**src/rtl/amm_rr_arbiter_pkg.sv**
```systemverilog
// amm_arb_pkg: shared port-id type, port count and round-robin pick for the two-port Avalon-MM arbiter
package amm_arb_pkg;
  localparam int NUM_PORTS = 2;
  typedef logic [0:0] port_id_t;
  function automatic port_id_t rr_pick(input logic [NUM_PORTS-1:0] req, input port_id_t last);
    return (&req) ? ~last : (req[0] ? 1'b0 : 1'b1);
  endfunction
endpackage

```
**src/rtl/amm_rr_arbiter_id_fifo.sv**
```systemverilog
// amm_id_fifo: sync FIFO of port ids (push/push_id in, pop in, head/count/full/empty out)
module amm_id_fifo
  import amm_arb_pkg::*;
#(
  parameter int DEPTH = 4,
  localparam int AW = $clog2(DEPTH)
) (
  input  logic     clk_i,
  input  logic     rst_i,
  input  logic     push_i,
  input  port_id_t push_id_i,
  input  logic     pop_i,
  output port_id_t head_o,
  output logic [AW:0] count_o,
  output logic     full_o,
  output logic     empty_o
);
  port_id_t r_mem [DEPTH];
  logic [AW-1:0] r_wr, r_rd;
  logic [AW:0] r_count;
  logic w_push, w_pop;
  always_comb begin
    full_o = r_count == (AW+1)'(DEPTH);
    empty_o = r_count == '0;
    w_push = push_i & ~full_o;
    w_pop = pop_i & ~empty_o;
    head_o = r_mem[r_rd];
    count_o = r_count;
  end
  always_ff @(posedge clk_i)
    if (w_push) r_mem[r_wr] <= push_id_i;
  always_ff @(posedge clk_i or posedge rst_i)
    if (rst_i) begin
      r_wr <= '0;
      r_rd <= '0;
      r_count <= '0;
    end else begin
      if (w_push) r_wr <= r_wr + 1'b1;
      if (w_pop) r_rd <= r_rd + 1'b1;
      r_count <= r_count + (AW+1)'(w_push) - (AW+1)'(w_pop);
    end
endmodule

```
**src/rtl/amm_rr_arbiter.sv**
```systemverilog
// amm_rr_arbiter: two-master round-robin Avalon-MM arbiter (s_* slave ports, m_* master port, sticky err_o)
module amm_rr_arbiter
  import amm_arb_pkg::*;
#(
  parameter int ADDR_W = 20,
  parameter int DATA_W = 16,
  parameter int BE_W = DATA_W / 8,
  parameter int MAX_PENDING = 4
) (
  input  logic                 clk_i,
  input  logic                 rst_i,
  input  logic [ADDR_W-1:0]    s_address_i [NUM_PORTS],
  input  logic [NUM_PORTS-1:0] s_read_i,
  input  logic [NUM_PORTS-1:0] s_write_i,
  input  logic [DATA_W-1:0]    s_writedata_i [NUM_PORTS],
  input  logic [BE_W-1:0]      s_byteenable_i [NUM_PORTS],
  output logic [NUM_PORTS-1:0] s_waitrequest_o,
  output logic [DATA_W-1:0]    s_readdata_o [NUM_PORTS],
  output logic [NUM_PORTS-1:0] s_readdatavalid_o,
  output logic [ADDR_W-1:0]    m_address_o,
  output logic                 m_read_o,
  output logic                 m_write_o,
  output logic [DATA_W-1:0]    m_writedata_o,
  output logic [BE_W-1:0]      m_byteenable_o,
  input  logic                 m_waitrequest_i,
  input  logic [DATA_W-1:0]    m_readdata_i,
  input  logic                 m_readdatavalid_i,
  output logic                 err_o
);
  localparam int CW = $clog2(MAX_PENDING) + 1;
  logic [NUM_PORTS-1:0] w_req, w_elig;
  port_id_t w_gnt, w_head, r_last_grant, r_lock_id;
  logic w_valid, w_cmd, w_accept, w_full, w_empty, r_lock, r_err;
  logic [CW-1:0] w_count;
  amm_id_fifo #(.DEPTH(MAX_PENDING)) u_fifo (
    .clk_i(clk_i),
    .rst_i(rst_i),
    .push_i(w_accept & m_read_o),
    .push_id_i(w_gnt),
    .pop_i(m_readdatavalid_i),
    .head_o(w_head),
    .count_o(w_count),
    .full_o(w_full),
    .empty_o(w_empty)
  );
  always_comb begin
    w_req = s_read_i | s_write_i;
    w_elig = w_req & ~(s_read_i & {NUM_PORTS{w_full}});
    w_gnt = r_lock ? r_lock_id : rr_pick(w_elig, r_last_grant);
    w_valid = ~rst_i & (r_lock | (|w_elig));
    m_read_o = w_valid & s_read_i[w_gnt];
    m_write_o = w_valid & s_write_i[w_gnt] & ~s_read_i[w_gnt];
    m_address_o = w_valid ? s_address_i[w_gnt] : '0;
    m_writedata_o = w_valid ? s_writedata_i[w_gnt] : '0;
    m_byteenable_o = w_valid ? s_byteenable_i[w_gnt] : '0;
    w_cmd = m_read_o | m_write_o;
    w_accept = w_cmd & ~m_waitrequest_i;
    for (int i = 0; i < NUM_PORTS; i++) begin
      s_waitrequest_o[i] = (w_cmd && w_gnt == port_id_t'(i)) ? m_waitrequest_i : 1'b1;
      s_readdatavalid_o[i] = m_readdatavalid_i & ~w_empty & (w_head == port_id_t'(i));
      s_readdata_o[i] = rst_i ? '0 : m_readdata_i;
    end
    err_o = r_err;
  end
  always_ff @(posedge clk_i or posedge rst_i)
    if (rst_i) begin
      r_lock <= 1'b0;
      r_lock_id <= '0;
      r_last_grant <= 1'b1;
      r_err <= 1'b0;
    end else begin
      r_lock <= w_cmd & m_waitrequest_i;
      if (w_cmd) r_lock_id <= w_gnt;
      if (w_accept) r_last_grant <= w_gnt;
      if (m_readdatavalid_i & w_empty) r_err <= 1'b1;
    end
endmodule

```
**config.mk**
```make
export PLATFORM = sky130hd
export DESIGN_NAME = amm_rr_arbiter
export DESIGN_NICKNAME = d
export VERILOG_FILES = /design/src/rtl/amm_rr_arbiter_pkg.sv /design/src/rtl/amm_rr_arbiter_id_fifo.sv /design/src/rtl/amm_rr_arbiter.sv
export SDC_FILE = /design/constraint.sdc
export NUM_CORES = 1
export LEC_CHECK = 0
export ABC_AREA = 1
export CORE_ASPECT_RATIO = 1.4
export CORE_UTILIZATION = 30
export CTS_CLUSTER_DIAMETER = 80
export DETAILED_ROUTE_END_ITERATION = 12
export PLACE_DENSITY = 0.91
export RECOVER_POWER = 100
export SYNTH_ARGS = -nofsm -noshare
export SYNTH_HDL_FRONTEND = slang
export SYNTH_SLANG_ARGS = --single-unit
```
**constraint.sdc**
```tcl
create_clock -name clk_i -period 3 [get_ports clk_i]
set_input_delay 0.3 -clock clk_i [delete_from_list [all_inputs] [get_ports clk_i]]
set_output_delay 0.3 -clock clk_i [all_outputs]
set_load 0.02 [all_outputs]
```
==> results.cfg <==
[placed_design]
place_hpwl_mm = 5.14
dpl_worst_slack_ns = 0.210
finalWeightedCongestion = 0.886
io_buffers = 176
placed_cells = 502

[clock_network]
cts_resized = 0
clkLatencyLatePin_ns = 0.26
cts_root_buffer = clkbuf_8
cts_htree_levels = 1
cts_tree = done
cts-buffers-inserted = 3
clkTransAtPathRegs_ns = 0.07
post_cts_buffers = 0
cts.sinks = 15
cts_buffer_depth = 2
postCtsHoldBufs = 0

[grt]
grt_pass1_wl_mm = 9.79
grt_max_degree = 39
global_route.usage.met3 = 0.0423
grt.overflow.total = 0
busiest_layer = met2
met2_usage = 0.412
grt_pass1_vias = 2323
grt_antenna_before_repair = 0
grt_use_total = 0.203
gr-usage-met1 = 0.188

[timing]
final_max_slew_viol_count = 0
setup_viol_count_final = 0
final_hold_viol_count = 0
period_share = 0.943
fin_crit_ns = 2.83
setup_tns_ns = 0
clock_skew_ns = 0.00395
worst_slack_ns = 0.170
slew_headroom = 0.573
worst_pin_slew_ns = 0.640
rsz0062_at_grt = false
fmax_mhz = 353

[routing]
ant_nets = 0
routed_via_density = 4.63
wirelength_mm = 6.18
drc = 0
routedWlPerCell_um = 12.2
drtIter0Drc = 47
drt_pass1_iterations = 4
vias = 2345

[setup_path]
path_class = input pin to primary output
endpoint_kind = primary output
crit_path_start_kind = input pin
crit_arrival_ns = 2.53
worstReg2RegStart = u_fifo.count_o[1]
worstPathRequired_ns = 2.70
startpoint = s_read_i[1]
cp_max_fo = 38

[synthesis]
synth.yosys.seq_area_share = 0.227
syn_inst = 281
async_reset_ff_frac = 0.733
avgSynthCellArea_um2 = 6.21
yosys_warnings = 0
syn-cell-area_um2 = 1740
synth-edff-count = 4
synth_flop_cell = dfrtp_1
synth_nets = 388
yosysUniqueCellTypes = 30
ys_seq_elements = 15

[floorplanning]
dieArea_um2 = 6130
die_w_um = 66.4
core_um2 = 5570
initial_utilization = 0.313
num_rows = 32
io_pins = 177
die-height_um = 92.2

[hold_path]
hold_path_class = flip-flop to flip-flop
hp-start = err_o

[finish]
final_cell_mix = clkdlybuf4s50_1 (109), nor2_1 (100), dlygate4sd3_1 (67)
stdcell_count = 506
nFillCells = 471
drive_gt1_frac = 0.0571
num-nets-final = 546
fin_util = 0.619
area_growth_pct = 97.6
antenna_cells = 0
final_common_cell = clkdlybuf4s50_1

[power_and_ir_drop]
cellLeakagePower_nw = 1.65
p_per_area_nw_per_um2 = 586
vdd_ir_drop_max_uv = 359

[run]
maxCapViolCount = 0

[status]
status = finished, final reports clean
==> registers in the layout, summed over array words and instances (netlist names) <==
| signal | flops |
|---|---|
| r_lock | 1 |
| u_fifo.r_wr | 2 |
| u_fifo.r_mem | 4 |
| u_fifo.count_o | 3 |
| err_o | 1 |
| r_last_grant | 1 |
| u_fifo.r_rd | 2 |
| r_lock_id | 1 |
==> worst paths after layout <==
kind / endpoint / slack (ns) / cells past startpoint
worst max-delay path: m_address_o[2] / 0.17 / 10
worst min-delay path: err_o / 0.47 / 1
worst max register to register: u_fifo.count_o[2] / 0.43 / 13
worst min register to register: err_o / 0.47 / 1
max in group asynchronous: u_fifo.count_o[1] / 1.92 / 3
min in group asynchronous: r_lock / 0.67 / 3
==> metrics by stage <==
step	cell area (um^2)	hold slack, ns	total power [W]
2_1_floorplan	1740	0.342	0.00131
3_3_place_gp	3430	0.455	0.00190
3_5_place_dp	3430	0.464	0.00194
4_1_cts	3480	0.381	0.00212
5_1_grt	3450	0.478	0.00219
6_report	3450	0.467	0.00202
==> power by group <==
part	switching, W	internal (W)	leakage [nW]	total [W]
Clock	0.0000793	0.0000923	0.0255	0.000172
Sequential	0.0000730	0.000303	0.164	0.000376
Combinational	0.000832	0.000640	1.46	0.00147
Total	0.000985	0.00103	1.65	0.00202
==> worst max-delay path, cell delays in order <==
cell,delay (ns)
clkdlybuf4s50_1,0.45
or2_2,0.30
a21oi_1,0.15
nand2_1,0.07
nand2_1,0.07
inv_2,0.04
clkbuf_4,0.27
o21ai_0,0.16
nor2_1,0.06
dlygate4sd3_1,0.65
==> Yosys cell counts, types with 4 or more instances <==
master,instances,share of area
nand2_2,7,0.025
ha_1,6,0.043
dfrtp_1,10,0.14
buf_6,5,0.032
o21ai_0,32,0.092
nand3_1,6,0.017
edfxtp_1,4,0.069
a21oi_1,5,0.014
nor2_2,5,0.018
nand2_1,16,0.034
o21ai_1,7,0.020
inv_1,37,0.080
buf_4,19,0.082
nor2_1,97,0.21
==> layer usage <==
layer / part of all wire / wire, um / up-vias
met3: 0.095 / 590 / 11
li1: - / - / 1165
met5: 0 / 0 / -
met4: 0.017 / 104 / 0
met1: 0.35 / 2170 / 1040
met2: 0.54 / 3310 / 129
==> logic make-up after synthesis <==
family	Yosys count	synth area share
DFF	15	0.227
AOI/OAI and AO/OA	46	0.136
and+or+nand+nor	140	0.352
xor gates and xnor gates	3	0.0151
adders and majority gates	7	0.0545
buffers and inverters	70	0.215
==> final cells by class <==
class	count	area (um^2)	share of cell area
sequential	15	397	0.115
clock inverter	1	5.00	0.00145
multi-input combinational	196	945	0.274
tap	68	85.1	0.0247
clock buffer	3	41.3	0.0120
inverter	40	150	0.0436
timing repair buffer	183	1820	0.529
Note: power is estimated with default switching activity, not from simulation.
